--- config.mk ---
export PLATFORM = sky130hd
export DESIGN_NAME = dmem_arbiter_flat
export DESIGN_NICKNAME = d
export VERILOG_FILES = /design/src/rtl/dmem_arbiter_if.sv /design/src/rtl/dmem_arbiter.sv /design/src/flat_wrapper.sv
export SDC_FILE = /design/constraint.sdc
export NUM_CORES = 1
export LEC_CHECK = 0
export BUFFER_PORTS_ARGS = -buffer_cell sky130_fd_sc_hd__buf_4
export CAP_MARGIN = 15
export CORE_AREA = 4 4 104 106
export DETAILED_ROUTE_END_ITERATION = 16
export DIE_AREA = 0 0 108 110
export PLACE_DENSITY_LB_ADDON = 0.25
export SKIP_LAST_GASP = 1
export SYNTH_ARGS = -nofsm -noshare
export SYNTH_HDL_FRONTEND = slang
export SYNTH_SLANG_ARGS = --single-unit
--- constraint.sdc ---
create_clock -name Clock -period 2.49 [get_ports Clock]
set_input_delay 0.747 -clock Clock [delete_from_list [all_inputs] [get_ports Clock]]
set_output_delay 0.747 -clock Clock [all_outputs]
set_load 0.02 [all_outputs]
--- src/rtl/dmem_arbiter_if.sv ---
`default_nettype none
// ============================================================================
// Module  : dmem_arbiter_if
// Brief   : Requester and memory-side bus bundle for the data-memory arbiter.
// Rev     : 1.0  initial release
// ============================================================================
interface dmem_arbiter_if;
    logic        Req0, Req1;
    logic        We0, We1;
    logic [31:0] Addr0, Addr1;
    logic [31:0] WData0, WData1;
    logic        Gnt0, Gnt1;
    logic        Done0, Done1;
    logic        Err0, Err1;
    logic [31:0] RData;
    logic [31:0] MemAddress;
    logic [31:0] MemWriteData;
    logic        MemWriteEnable;
    logic        MemRead;
    logic [31:0] MemReadData;

    modport slave (
        input  Req0, Req1, We0, We1, Addr0, Addr1, WData0, WData1, MemReadData,
        output Gnt0, Gnt1, Done0, Done1, Err0, Err1, RData,
               MemAddress, MemWriteData, MemWriteEnable, MemRead
    );

    modport master (
        output Req0, Req1, We0, We1, Addr0, Addr1, WData0, WData1, MemReadData,
        input  Gnt0, Gnt1, Done0, Done1, Err0, Err1, RData,
               MemAddress, MemWriteData, MemWriteEnable, MemRead
    );
endinterface
`default_nettype wire

--- src/rtl/dmem_arbiter.sv ---
`default_nettype none
// ============================================================================
// Module  : dmem_arbiter
// Brief   : Two-port arbiter/sequencer in front of a single-port data memory.
// Rev     : 1.0  initial release
// ============================================================================
module dmem_arbiter #(
    parameter int DEPTH      = 1024,
    parameter int AW         = 10,
    parameter int FIXED_PRIO = 0
) (
    input  logic          Clock,
    input  logic          Reset,
    dmem_arbiter_if.slave bus
);

    localparam logic [31:0] c_depth = 32'(DEPTH);

    typedef enum logic [1:0] {
        IDLE    = 2'd0,
        ISSUE   = 2'd1,
        CAPTURE = 2'd2
    } state_t;

    state_t      r_state, w_state_nx;
    logic        r_owner, w_owner;
    logic        r_we, w_we;
    logic        r_oor, w_oor;
    logic        r_last, w_last;
    logic [1:0]  r_gnt, w_gnt;
    logic [1:0]  r_done, w_done;
    logic [1:0]  r_err, w_err;
    logic [31:0] r_rdata, w_rdata;
    logic [31:0] r_mem_addr, w_mem_addr;
    logic [31:0] r_mem_wdata, w_mem_wdata;
    logic        r_mem_we, w_mem_we;
    logic        r_mem_rd, w_mem_rd;

    logic        w_sel;
    logic        w_sel_we;
    logic        w_sel_oor;
    logic [31:0] w_sel_addr;
    logic [31:0] w_sel_wdata;

    // Round-robin tie-break favours the port that did not win last time.
    always_comb begin
        if (bus.Req0 && bus.Req1) begin
            w_sel = (FIXED_PRIO != 0) ? 1'b0 : ~r_last;
        end else begin
            w_sel = bus.Req1;
        end
        w_sel_we    = w_sel ? bus.We1    : bus.We0;
        w_sel_addr  = w_sel ? bus.Addr1  : bus.Addr0;
        w_sel_wdata = w_sel ? bus.WData1 : bus.WData0;
        w_sel_oor   = (w_sel_addr >= c_depth);
    end

    always_comb begin
        w_state_nx  = r_state;
        w_owner     = r_owner;
        w_we        = r_we;
        w_oor       = r_oor;
        w_last      = r_last;
        w_gnt       = 2'b00;
        w_done      = 2'b00;
        w_err       = 2'b00;
        w_rdata     = r_rdata;
        w_mem_addr  = '0;
        w_mem_wdata = '0;
        w_mem_we    = 1'b0;
        w_mem_rd    = 1'b0;
        case (r_state)
            IDLE: begin
                if (bus.Req0 || bus.Req1) begin
                    w_state_nx   = ISSUE;
                    w_owner      = w_sel;
                    w_last       = w_sel;
                    w_we         = w_sel_we;
                    w_oor        = w_sel_oor;
                    w_gnt[w_sel] = 1'b1;
                    // Memory lines are registered, so they are loaded now to be live during ISSUE.
                    if (!w_sel_oor) begin
                        w_mem_addr  = {{(32-AW){1'b0}}, w_sel_addr[AW-1:0]};
                        w_mem_wdata = w_sel_wdata;
                        w_mem_we    = w_sel_we;
                        w_mem_rd    = ~w_sel_we;
                    end
                end
            end
            ISSUE: begin
                if (!r_we && !r_oor) begin
                    w_state_nx = CAPTURE;
                end else begin
                    w_state_nx       = IDLE;
                    w_done[r_owner]  = 1'b1;
                    w_err[r_owner]   = r_oor;
                    if (r_oor) begin
                        w_rdata = '0;
                    end
                end
            end
            CAPTURE: begin
                w_state_nx      = IDLE;
                w_rdata         = bus.MemReadData;
                w_done[r_owner] = 1'b1;
            end
            default: begin
                w_state_nx = IDLE;
            end
        endcase
    end

    always_ff @(posedge Clock) begin
        if (Reset) begin
            r_state     <= IDLE;
            r_owner     <= 1'b0;
            r_we        <= 1'b0;
            r_oor       <= 1'b0;
            r_last      <= 1'b1;
            r_gnt       <= 2'b00;
            r_done      <= 2'b00;
            r_err       <= 2'b00;
            r_rdata     <= '0;
            r_mem_addr  <= '0;
            r_mem_wdata <= '0;
            r_mem_we    <= 1'b0;
            r_mem_rd    <= 1'b0;
        end else begin
            r_state     <= w_state_nx;
            r_owner     <= w_owner;
            r_we        <= w_we;
            r_oor       <= w_oor;
            r_last      <= w_last;
            r_gnt       <= w_gnt;
            r_done      <= w_done;
            r_err       <= w_err;
            r_rdata     <= w_rdata;
            r_mem_addr  <= w_mem_addr;
            r_mem_wdata <= w_mem_wdata;
            r_mem_we    <= w_mem_we;
            r_mem_rd    <= w_mem_rd;
        end
    end

    assign bus.Gnt0           = r_gnt[0];
    assign bus.Gnt1           = r_gnt[1];
    assign bus.Done0          = r_done[0];
    assign bus.Done1          = r_done[1];
    assign bus.Err0           = r_err[0];
    assign bus.Err1           = r_err[1];
    assign bus.RData          = r_rdata;
    assign bus.MemAddress     = r_mem_addr;
    assign bus.MemWriteData   = r_mem_wdata;
    assign bus.MemWriteEnable = r_mem_we;
    assign bus.MemRead        = r_mem_rd;

endmodule
`default_nettype wire

--- src/flat_wrapper.sv ---
// flat-port wrapper written by rule: the top's interface ports become plain ports
module dmem_arbiter_flat 
#(
    parameter int DEPTH      = 1024,
    parameter int AW         = 10,
    parameter int FIXED_PRIO = 0
)
  (Clock, Reset, bus_Req0, bus_Req1, bus_We0, bus_We1, bus_Addr0, bus_Addr1, bus_WData0, bus_WData1, bus_MemReadData, bus_Gnt0, bus_Gnt1, bus_Done0, bus_Done1, bus_Err0, bus_Err1, bus_RData, bus_MemAddress, bus_MemWriteData, bus_MemWriteEnable, bus_MemRead);
  dmem_arbiter_if bus_i ();
  input  logic Clock;
  input  logic Reset;
  input wire logic [$bits(bus_i.Req0)-1:0] bus_Req0;
  input wire logic [$bits(bus_i.Req1)-1:0] bus_Req1;
  input wire logic [$bits(bus_i.We0)-1:0] bus_We0;
  input wire logic [$bits(bus_i.We1)-1:0] bus_We1;
  input wire logic [$bits(bus_i.Addr0)-1:0] bus_Addr0;
  input wire logic [$bits(bus_i.Addr1)-1:0] bus_Addr1;
  input wire logic [$bits(bus_i.WData0)-1:0] bus_WData0;
  input wire logic [$bits(bus_i.WData1)-1:0] bus_WData1;
  input wire logic [$bits(bus_i.MemReadData)-1:0] bus_MemReadData;
  output wire logic [$bits(bus_i.Gnt0)-1:0] bus_Gnt0;
  output wire logic [$bits(bus_i.Gnt1)-1:0] bus_Gnt1;
  output wire logic [$bits(bus_i.Done0)-1:0] bus_Done0;
  output wire logic [$bits(bus_i.Done1)-1:0] bus_Done1;
  output wire logic [$bits(bus_i.Err0)-1:0] bus_Err0;
  output wire logic [$bits(bus_i.Err1)-1:0] bus_Err1;
  output wire logic [$bits(bus_i.RData)-1:0] bus_RData;
  output wire logic [$bits(bus_i.MemAddress)-1:0] bus_MemAddress;
  output wire logic [$bits(bus_i.MemWriteData)-1:0] bus_MemWriteData;
  output wire logic [$bits(bus_i.MemWriteEnable)-1:0] bus_MemWriteEnable;
  output wire logic [$bits(bus_i.MemRead)-1:0] bus_MemRead;
  assign bus_i.Req0 = bus_Req0;
  assign bus_i.Req1 = bus_Req1;
  assign bus_i.We0 = bus_We0;
  assign bus_i.We1 = bus_We1;
  assign bus_i.Addr0 = bus_Addr0;
  assign bus_i.Addr1 = bus_Addr1;
  assign bus_i.WData0 = bus_WData0;
  assign bus_i.WData1 = bus_WData1;
  assign bus_i.MemReadData = bus_MemReadData;
  assign bus_Gnt0 = bus_i.Gnt0;
  assign bus_Gnt1 = bus_i.Gnt1;
  assign bus_Done0 = bus_i.Done0;
  assign bus_Done1 = bus_i.Done1;
  assign bus_Err0 = bus_i.Err0;
  assign bus_Err1 = bus_i.Err1;
  assign bus_RData = bus_i.RData;
  assign bus_MemAddress = bus_i.MemAddress;
  assign bus_MemWriteData = bus_i.MemWriteData;
  assign bus_MemWriteEnable = bus_i.MemWriteEnable;
  assign bus_MemRead = bus_i.MemRead;
  dmem_arbiter #(.DEPTH(DEPTH), .AW(AW), .FIXED_PRIO(FIXED_PRIO)) u_core (.Clock(Clock), .Reset(Reset), .bus(bus_i));
endmodule
==> Word level (Yosys, flattened, before mapping) <==
Index checks and enable logic that the tools add are counted.
{ "op_classes": {"order_cmp": 5, "n_bitwise": 6, "n_eq_ne": 5, "mux": 16, "n_reduce_logical": 14} }
{ "ops": {"columns": ["op", "n"], "rows": [
  ["2-to-1 mux 32 bit", 4],
  ["case mux 32 bit (2 select lines)", 1],
  [">= comparator 32 x 11 -> 1 bit (second input constant)", 1],
  ["case mux 2 bit (2 select lines)", 2],
  ["2-to-1 mux 2 bit", 3],
  ["OR reduction 3 bit", 2],
  ["inverter 1 bit", 5],
  ["logical AND 1 bit", 4],
  ["< comparator 1 x 2 -> 1 bit (second input constant)", 2],
  ["2-to-1 mux 1 bit", 4],
  ["!= test 2 x 1 -> 1 bit (second input constant)", 2],
  ["OR reduction 4 bit", 1],
  ["AND reduction 3 bit", 1],
  ["bitwise AND 2 bit", 1],
  ["demux 1 bit (select 1 bit)", 2],
  ["equality test 2 x 1 -> 1 bit (second input constant)", 1],
  ["equality test 2 bit (second input constant)", 1],
  [">= comparator 1 bit (second input constant)", 2],
  ["zero test 1 bit", 2],
  ["zero test 2 bit", 1],
  ["!= test 2 bit (second input constant)", 1],
  ["AND reduction 2 bit", 1],
  ["nonzero test 2 bit", 1],
  ["logical OR 1 bit", 1]
]} }
{ "word_totals": {"elab_cells": 60, "in_bits": 166, "output_inout_bits": 104, "regBits": 110} }

==> Logic depth before layout (Yosys ltp) <==
{ "logic_depth": {"word_depth": 6, "depth_mapped": 8, "mapped_depth_nobuf": 6} }

==> Least setup slack after synthesis <==
OpenSTA, ideal clock, no wires.
{ "synth_timing": {"kind": "input-to-reg", "from": "in bus_Addr1[31]", "to": "reg u_core.r_mem_addr[0], in the netlist u_core.bus.MemAddress[0]", "path_slack_ns": 0.584, "setup_time_ns": 0.086, "t_arrival_ns": 1.819, "t_required_ns": 2.404, "cell_stages": 5, "n_path_buf": 1, "cell_sequence": "nor4_1 > and4_1 > nand4_4 > buf_6 > a221oi_2"} }
{ "synth_between": {"elab_chain_cells": 3} }
{ "synth_rtl": {"columns": ["item", "line", "rtl"], "rows": [
  ["start, declared", "flat_wrapper.sv:17", "input wire logic [$bits(bus_i.Addr1)-1:0] bus_Addr1;"],
  ["2-to-1 mux 32 bit", "dmem_arbiter.sv:53", "w_sel_addr = w_sel ? bus.Addr1 : bus.Addr0;"],
  [">= comparator 32 x 11 -> 1 bit", "dmem_arbiter.sv:55", "w_sel_oor = (w_sel_addr >= c_depth);"],
  ["OR reduction 4 bit (no line)", null, null],
  ["end signal, assigned", "dmem_arbiter.sv:138", "r_mem_addr <= w_mem_addr;"],
  ["end, declared", "dmem_arbiter.sv:34", "logic [31:0] r_mem_addr, w_mem_addr;"]
]} }
No other way between the ends.
A chain may end at the register's enable or synchronous reset.

==> Worst setup path after layout <==
{ "layout_timing": {"from": "in bus_Addr1[25]", "to": "reg u_core.r_mem_wdata[3], in the netlist u_core.bus.MemWriteData[3]"} }
{ "layout_between": {"elab_chain_cells": 3} }
{ "layout_rtl": {"columns": ["item", "line", "rtl"], "rows": [
  ["2-to-1 mux 32 bit", "dmem_arbiter.sv:53", null],
  [">= comparator 32 x 11 -> 1 bit", "dmem_arbiter.sv:55", null],
  ["OR reduction 4 bit (no line)", null, null],
  ["end signal, assigned", "dmem_arbiter.sv:139", "r_mem_wdata <= w_mem_wdata;"],
  ["end, declared", "dmem_arbiter.sv:35", "logic [31:0] r_mem_wdata, w_mem_wdata;"]
]} }
No other way between the ends.

==> impl_metrics.tcl <==
set metrics [dict create \
    h-tree-depth 3 \
    leakage_nw 2.62 \
    grt_pass1_vias 3703 \
    firstDrtPassIters 4 \
    timing.final.crit_share 0.761 \
    drive_above_1_share 0.509 \
    critical_path_peak_fanout 42 \
    rsz0062_at_grt "no" \
    ys_warn_count 0 \
    reg2reg_slack_ps 640 \
    yosysTopAreaCell "dfxtp_1" \
    antennaDiodeCount 0 \
    netlist_instances 394 \
    final_cell_mix "buf_4 (253), nand2_1 (88), dfxtp_1 (88), nor2_1 (42), a221oi_2 (38)" \
    final_cells 764 \
    fin_nets 796 \
    cp_num_cells 6 \
    finClkSkew_ps 6.24 \
    antenna_found_initial 0 \
    holdBufCountCts 0 \
    cts_resized 0 \
    gr-usage-met1 0.230 \
    synth_area_leaders "dfxtp_1 (46%), a221oi_2 (15%), nand2_1 (8.6%)" \
    postSynthAreaPerCell_sq_um 9.80 \
    cts_root_buf "clkbuf_8" \
    finalHoldViolCount 0 \
    slowest_stage "a221oi_1" \
    synth_top_area_share 0.456 \
    max_freq_mhz 528 \
    seq_area_frac_synth 0.456 \
    path_cells "buf_4, nor4_1, and4_1, nand4_4, buf_12, a221oi_1" \
    postPlaceCellArea_sq_um 5720 \
    core_sq_um 9770 \
    crit_family "simple AND/OR/NAND/NOR gates" \
    power.density_nw_per_um2 526 \
    worst_ep_required_time_ps 2750 \
    r2r-start "u_core.r_state[0]" \
    clk_pin_slew_worst_paths_ps 90 \
    crit_start "bus_Addr1[25]" \
    peakVddDrop_v 0.000399 \
    rows 36 \
    fin_area_sq_um 5960 \
    grt_util_all_layers 0.204 \
    synth_seq_cells 88 \
    wl_um 12600 \
    numPortBuffers 247 \
    ioPinCount 270 \
    r2r_cells 7 \
    syn_area_sq_um 3860 \
    numCtsBuffers 9 \
    routedWlPerCell_um 16.5 \
    path_class "in -> reg" \
    vias 3766 \
    insertion_delay_ps 350 \
    grt_start_max_net_pins 46 \
    start_kind "input port" \
    slowest_delay_ps 310 \
    grt.met2_usage 0.347 \
    worst_setup_path_end_kind "register" \
    die_h_um 110 \
    postCtsSetupRepairBufs 0 \
    via_per_inst 4.93 \
    fin_crit_ps 1890 \
    tns_ps 0 \
    worst-path-buf-inv 2 \
    dp.cells 748 \
    dpl.hpwl_um 9480 \
    cp-endpoint "u_core.bus.MemWriteData[3]" \
    grt-ovfl-total 0 \
    reg2reg_to "u_core.bus.MemWriteData[3]" \
    antenna_left 0 \
    initialDrtViolationCount 169 \
    cap_violations 0 \
    fp.dieW_um 108 \
    final_common_cell "buf_4" \
    drc_errors 0 \
    syn_to_final_growth_pct 54.4 \
    dp_slack_ps 226 \
    arrival_ps 2150 \
    finalSetupViolCount 0 \
    top_usage_layer "met2" \
    finalWorstSetupSlack_ps 596 \
    start_util 0.395 \
    grt_pass1_wl_um 19000 \
    drv_slew 0 \
    holdCritPathClass "reg -> reg" \
    status "completed" \
    worst_hold_startpoint "u_core.bus.RData[18]" \
    met3_usage 0.100 \
    cts.sinks 88 \
    cts_buffer_depth 2 \
    cts_tree "built" \
    synth.distinct_cells 36 \
    dieArea_sq_um 11900 \
    gp_congestion 0.849 \
]
-- flip-flops by register name, indices dropped and copies added (netlist names) --
name and cells:
u_core.bus.MemWriteData 32, u_core.bus.RData 32, u_core.bus.MemAddress 10, u_core.r_done 2, u_core.r_err 2, u_core.r_gnt 2, u_core.r_state 2, u_core.bus.MemRead 1
u_core.bus.MemWriteEnable 1, u_core.r_last 1, u_core.r_oor 1, u_core.r_owner 1, u_core.r_we 1
-- metal layers --
layer  up-vias  wire (um)
li1       1829          -
met3        14       1530
met2       157       6130
met4         0        145
met5         -          0
met1      1766       4790
-- worst min path at each step --
stage                     cells after the start  slack [ps]              endpoint
final                                         2         500  u_core.bus.RData[18]
after global routing                          1         520      u_core.r_done[0]
after CTS                                     1         500       u_core.r_err[0]
after detailed placement                      1         480       u_core.r_err[0]
after global placement                        2         480  u_core.bus.RData[20]
after floorplan                               1         450       u_core.r_err[0]
-- tightest hold or removal path: cells and delay by family, from the launching register on --
kind               cells  cell delay (ps)
DFF                    1              330
and+or+nand+nor        1               70
AOI/OAI and AO/OA      1               70
-- kinds of logic after synthesis --
kind of cell / count (synthesis) / synth area share
multiplexers: 2 / 0.00519
flip-flops: 88 / 0.456
AND/OR/NAND/NOR: 154 / 0.185
other: 1 / 0.000972
buffers and inverters: 59 / 0.0972
AO/OA/AOI/OAI: 87 / 0.245
adder cells (fa/ha/maj): 3 / 0.00973
-- through the flow --
step	total power, mW	util	hold WS, ps
after floorplan	1.79	-	450
after global placement	2.06	0.585	480
after detailed placement	2.07	0.585	483
after CTS	3.17	0.607	499
after global routing	3.27	0.610	520
final	3.14	0.610	505
-- area by class of cell --
class | count | area (sq um)
inverter | 3 | 11.3
fill | 823 | 3810
clock buffer | 9 | 124
timing repair buffer | 257 | 1990
tap | 133 | 166
sequential | 88 | 1760
multi-input combinational | 268 | 1820
clock inverter | 6 | 92.6
-- power breakdown --
part,internal [mW],switching [mW],leakage (nW)
Clock,0.567,0.529,0.102
Sequential,1.44,0.0201,0.711
Combinational,0.281,0.303,1.81
-- Yosys cell counts --
cell,n
and4_1,2
nor2_1,42
or2_1,1
buf_2,9
and2_1,1
a21oi_1,2
a31oi_1,2
nand2_1,88
nor4b_1,1
a22oi_1,33
o21ai_1,1
nor3b_1,1
nor4_4,2
a21boi_1,1
buf_6,8
clkbuf_1,17
a221oi_1,4
a211oi_2,2
ha_1,3
nand2b_1,2
or2_2,1
nor4_1,7
a32o_1,1
nor4bb_1,1
nor3_1,1
conb_1,1
nor2b_1,1
nand4_4,2
dfxtp_1,88
nor4_2,1
buf_4,22
o21a_1,2
a211oi_1,1
a221oi_2,38
inv_1,3
mux2i_1,2
Note: power is estimated with default switching activity, not from simulation.
